`src/rtl/cgra_cfg_loader.sv`:
```
// CGRA configuration loader: parses a header word from the DMA stream, then
// pairs 32-bit words into 64-bit context frames written to one or all tiles.
//
// state | meaning
// IDLE  | waiting for a header word
// LO    | header accepted, waiting for the low word of the next frame
// HI    | low word held, waiting for the high word; its arrival writes the frame
module cgra_cfg_loader #(
   parameter int NUM_TILES = 16,
   parameter int PC_WIDTH  = 4
) (
   input  logic                 clk,
   input  logic                 rst_n,
   input  logic                 clear,
   input  logic [31:0]          s_data,
   input  logic                 s_valid,
   output logic                 s_ready,
   output logic [NUM_TILES-1:0] cfg_wr_en,
   output logic [PC_WIDTH-1:0]  cfg_wr_addr,
   output logic [63:0]          cfg_wr_data,
   output logic                 busy,
   output logic                 done,
   output logic                 hdr_err
);

   localparam logic [1:0] IDLE = 2'd0;
   localparam logic [1:0] LO   = 2'd1;
   localparam logic [1:0] HI   = 2'd2;

   localparam logic [8:0] NT = 9'(NUM_TILES);

   logic [1:0]           state_q, state_d;
   logic [NUM_TILES-1:0] mask_q, mask_d;
   logic [PC_WIDTH-1:0]  pc_q, pc_d;
   logic [7:0]           rem_q, rem_d;
   logic [31:0]          lo_word_q, lo_word_d;
   logic [NUM_TILES-1:0] cfg_wr_en_q, cfg_wr_en_d;
   logic [PC_WIDTH-1:0]  cfg_wr_addr_q, cfg_wr_addr_d;
   logic [63:0]          cfg_wr_data_q, cfg_wr_data_d;
   logic                 busy_q, busy_d;
   logic                 done_q, done_d;
   logic                 hdr_err_q, hdr_err_d;

   logic [7:0]           hdr_tile;
   logic [7:0]           hdr_cnt;
   logic [PC_WIDTH-1:0]  hdr_pc;
   logic                 hdr_bcast;
   logic                 hdr_ok;
   logic [NUM_TILES-1:0] hdr_mask;
   logic                 xfer;

   assign s_ready = !clear;
   assign xfer    = s_valid && !clear;

   assign hdr_tile  = s_data[23:16];
   assign hdr_pc    = s_data[12 +: PC_WIDTH];
   assign hdr_cnt   = s_data[7:0];
   assign hdr_bcast = (hdr_tile == 8'hFF);
   assign hdr_ok    = (s_data[31:28] == 4'hC) && (({1'b0, hdr_tile} < NT) || hdr_bcast);

   always_comb begin
      hdr_mask = '0;
      for (int i = 0; i < NUM_TILES; i++) begin
         hdr_mask[i] = hdr_bcast || (hdr_tile == 8'(i));
      end
   end

   always_comb begin
      state_d       = state_q;
      mask_d        = mask_q;
      pc_d          = pc_q;
      rem_d         = rem_q;
      lo_word_d     = lo_word_q;
      cfg_wr_en_d   = '0;
      cfg_wr_addr_d = cfg_wr_addr_q;
      cfg_wr_data_d = cfg_wr_data_q;
      done_d        = 1'b0;
      hdr_err_d     = 1'b0;

      if (clear) begin
         state_d = IDLE;
      end else if (xfer) begin
         case (state_q)
            IDLE: begin
               if (!hdr_ok) begin
                  hdr_err_d = 1'b1;
               end else if (hdr_cnt == 8'd0) begin
                  done_d = 1'b1;
               end else begin
                  mask_d  = hdr_mask;
                  pc_d    = hdr_pc;
                  rem_d   = hdr_cnt;
                  state_d = LO;
               end
            end
            LO: begin
               lo_word_d = s_data;
               state_d   = HI;
            end
            HI: begin
               cfg_wr_en_d   = mask_q;
               cfg_wr_addr_d = pc_q;
               cfg_wr_data_d = {s_data, lo_word_q};
               pc_d          = pc_q + PC_WIDTH'(1);
               rem_d         = rem_q - 8'd1;
               if (rem_q == 8'd1) begin
                  done_d  = 1'b1;
                  state_d = IDLE;
               end else begin
                  state_d = LO;
               end
            end
            default: state_d = IDLE;
         endcase
      end

      busy_d = (state_d != IDLE);
   end

   always_ff @(posedge clk or negedge rst_n) begin
      if (!rst_n) begin
         state_q       <= IDLE;
         mask_q        <= '0;
         pc_q          <= '0;
         rem_q         <= '0;
         lo_word_q     <= '0;
         cfg_wr_en_q   <= '0;
         cfg_wr_addr_q <= '0;
         cfg_wr_data_q <= '0;
         busy_q        <= 1'b0;
         done_q        <= 1'b0;
         hdr_err_q     <= 1'b0;
      end else begin
         state_q       <= state_d;
         mask_q        <= mask_d;
         pc_q          <= pc_d;
         rem_q         <= rem_d;
         lo_word_q     <= lo_word_d;
         cfg_wr_en_q   <= cfg_wr_en_d;
         cfg_wr_addr_q <= cfg_wr_addr_d;
         cfg_wr_data_q <= cfg_wr_data_d;
         busy_q        <= busy_d;
         done_q        <= done_d;
         hdr_err_q     <= hdr_err_d;
      end
   end

   assign cfg_wr_en   = cfg_wr_en_q;
   assign cfg_wr_addr = cfg_wr_addr_q;
   assign cfg_wr_data = cfg_wr_data_q;
   assign busy        = busy_q;
   assign done        = done_q;
   assign hdr_err     = hdr_err_q;

endmodule

```
`config.mk`:
```
export PLATFORM = sky130hd
export DESIGN_NAME = cgra_cfg_loader
export DESIGN_NICKNAME = d
export VERILOG_FILES = /design/src/rtl/cgra_cfg_loader.sv
export SDC_FILE = /design/constraint.sdc
export NUM_CORES = 1
export LEC_CHECK = 0
export CAP_MARGIN = 30
export CORE_ASPECT_RATIO = 2
export CORE_UTILIZATION = 55
export DETAILED_ROUTE_END_ITERATION = 6
export MAX_ROUTING_LAYER = met4
export PLACE_DENSITY = 0.92
export SLEW_MARGIN = 15
export SYNTH_ARGS = -nofsm -noshare
export SYNTH_HDL_FRONTEND = slang
export SYNTH_SLANG_ARGS = --single-unit
```
`constraint.sdc`:
```
create_clock -name clk -period 3.18 [get_ports clk]
set_clock_uncertainty 0.2 [all_clocks]
set_input_delay 0.318 -clock clk [delete_from_list [all_inputs] [get_ports clk]]
set_output_delay 0.318 -clock clk [all_outputs]
set_load 0.01 [all_outputs]
```
==> flow_metrics.py <==
metrics = {
    "status": {
        "status": "completed",
    },
    "timing": {
        "fmax_mhz": 410,
        "tns_ns": 0,
        "rsz0062_at_grt": "false",
        "worst_slew_pin_slew_ns": 0.740,
        "finalSetupViolCount": 0,
        "hold_viol_final": 0,
        "min_period_over_period": 0.768,
        "relSlewSlack": 0.502,
        "drv_slew": 0,
        "fin_crit_ns": 2.44,
    },
    "placement": {
        "place_congestion": 0.912,
        "placed_area_sq_mm": 0.00751,
        "dpl.hpwl_um": 9180,
        "numPortBuffers": 123,
        "place_inst": 723,
    },
    "floorplan": {
        "die_h_um": 151,
        "dieArea_sq_mm": 0.0116,
        "fp.dieW_um": 76.6,
        "start_util": 0.562,
        "placementRows": 54,
        "core-area_sq_mm": 0.0109,
        "pin_count": 124,
    },
    "clock_tree": {
        "clockRootBuffer": "clkbuf_16",
        "cts_buffers": 17,
        "cts_tree": "built",
        "postCtsSetupBuffers": 0,
        "cts_sinks": 149,
        "clk_path_buf_depth": 2,
        "clkSlewWorstSetupHoldPaths_ns": 0.06,
        "clk_latency_ns": 0.41,
        "ctsHtreeMaxLevel": 4,
    },
    "global_routing": {
        "grt.total_usage": 0.252,
        "met1_usage": 0.264,
        "gr-total-overflow": 0,
        "grt_first_pass_wirelength_um": 21400,
        "antenna_found_initial": 0,
        "grt.met3_usage": 0.0518,
        "first_global_vias": 4407,
        "top_usage_layer": "met2",
        "met2_usage": 0.432,
        "grt_max_degree": 79,
    },
    "power_and_ir_drop": {
        "p_switching_mw": 0.892,
        "power.density_mw_per_mm2": 522,
        "power_leakage_nw": 3.75,
        "vdd_ir_drop_max_mv": 0.433,
        "swShare": 0.209,
        "p_clk_frac": 0.493,
        "internal_power_mw": 3.36,
        "pwr-share-comb": 0.051,
        "seqPwrFrac": 0.456,
    },
    "yosys": {
        "synth.top_cell.area_share": 0.609,
        "synth_edf_count": 0,
        "syn_area_sq_mm": 0.00612,
        "avgSynthCellArea_sq_um": 12.9,
        "synthCells": 476,
        "synth-seq-cells": 149,
        "yosysWarnings": 0,
        "ys.flop_type": "dfrtp_1",
        "seq_area_frac_synth": 0.609,
        "yosysTopAreaCell": "dfrtp_1",
        "syn_nets": 515,
        "synth.distinct_cells": 46,
        "synth_area_leaders": "dfrtp_1 (61%), mux2_2 (18%), o21ai_0 (2.3%)",
        "synthArstFlopShare": 1.00,
    },
    "route": {
        "avgRoutedWirePerCell_um": 17.5,
        "vias": 4263,
        "first_iter_violations": 351,
        "wl_um": 13200,
        "viasPerCell": 5.64,
        "drt_first_pass_iters": 4,
        "drt.antenna.violating_nets": 0,
        "drc_errors": 0,
    },
    "hold_path": {
        "hold_class": "reg2reg",
    },
    "cells_and_area": {
        "post-route-util": 0.749,
        "finalInstanceArea_sq_mm": 0.00815,
        "drive_gt1_frac": 0.248,
        "fillCellCount": 666,
        "fin_nets": 642,
        "syn2layout_area_growth_pct": 33.2,
        "antenna_cells": 0,
        "layout_commonest_cell": "dfrtp_1",
        "final_cell_mix": "dfrtp_1 (149), clkdlybuf4s50_1 (122), mux2_2 (100)",
        "stdcell_count": 756,
    },
    "worst_setup_path": {
        "start_kind": "input pin",
        "crit_type": "in2reg",
        "critPathCaptureType": "register",
        "critPathMaxFanout": 15,
        "crit_required_ns": 3.28,
        "crit_arrival_ns": 2.54,
    },
    "run": {
        "cap_viol_max_count": 0,
    },
}
Yosys cell counts, types with 5 or more instances:
cell type	number
nor2_1	17
dfrtp_1	149
and2_1	17
nand4_1	6
nand3_1	10
a21oi_1	13
nand2_1	32
o21ai_0	28
o31ai_1	5
nor3_1	9
mux2_2	100
buf_2	15
clkbuf_1	14
inv_1	6
a31oi_1	6
cell type report:
type | instances | area, sq um | share of cell area
multi-input cells | 290 | 2230 | 0.274
well taps | 140 | 175 | 0.0215
flip-flops and latches | 149 | 3730 | 0.458
clock inverters | 11 | 174 | 0.0213
clock buffers | 21 | 450 | 0.0553
repair buffers | 139 | 1370 | 0.168
inverters | 6 | 22.5 | 0.00276
critical path, cell delays in order:
cell             delay, ns
clkdlybuf4s50_1       0.50
nor4_1                0.66
a2111oi_1             0.21
o22ai_2               0.37
buf_4                 0.26
a21oi_1               0.06
a2bb2oi_1             0.15
registers in the layout (all words and copies together) (netlist names):
signal	count
busy	1
cfg_wr_addr	4
cfg_wr_data	64
cfg_wr_en	16
done	1
hdr_err	1
lo_word_q	32
mask_q	16
pc_q	4
rem_q	8
state_q	2
metal layers:
metal  wire length [um]  share of wire
met1               4980           0.38
met2               7210           0.54
met3                483          0.036
met4                571          0.043
met5                  0              0
worst paths after layout:
path / start / end / slack [ns] / cells after the start
max: s_data[0] / rem_q[5] / 0.74 / 7
min: mask_q[0] / mask_q[0] / 0.27 / 2
max reg2reg: state_q[0] / cfg_wr_data[38] / 0.89 / 5
min reg2reg: mask_q[0] / mask_q[0] / 0.27 / 2
max in group asynchronous: rst_n / lo_word_q[11] / 1.65 / 3
min in group asynchronous: rst_n / cfg_wr_data[35] / 0.31 / 2
metrics by stage:
| step | total power, mW | hold WS [ns] | worst slack [ns] |
|---|---|---|---|
| 6_report | 4.26 | 0.273 | 0.739 |
| 5_1_grt | 4.39 | 0.303 | 0.602 |
| 4_1_cts | 4.29 | 0.278 | 0.806 |
| 3_5_place_dp | 2.19 | 0.201 | 0.367 |
| 3_3_place_gp | 2.18 | 0.183 | 0.465 |
| 2_1_floorplan | 2.04 | -0.178 | 1.29 |
power by group through the flow:
| stage | Combinational, mW | Sequential, mW | Clock (mW) |
|---|---|---|---|
| floorplan | 0.0603 | 1.98 | 0 |
| global route | 0.238 | 1.94 | 2.21 |
| global placement | 0.210 | 1.97 | 0 |
| detailed placement | 0.218 | 1.97 | 0 |
| finish | 0.219 | 1.94 | 2.10 |
| CTS | 0.221 | 1.94 | 2.13 |
timing repair:
item / in CTS / in global routing
gates resized for setup: 0 / 0
setup endpoints to repair: 0 / 0
endpoints found under the hold margin: 77 / 0
hold buffers: 1 / 0
kinds of logic (layout without fill, tap and decap cells):
family | Yosys count | count (layout) | share of synthesized area
and+or+nand+nor | 108 | 108 | 0.0906
AOI/OAI and AO/OA | 78 | 78 | 0.0800
adders and majority gates | 3 | 3 | 0.00614
DFF | 149 | 149 | 0.609
buffers and inverters | 37 | 177 | 0.0282
muxes | 101 | 101 | 0.186
(Power assumes the default switching activity.)
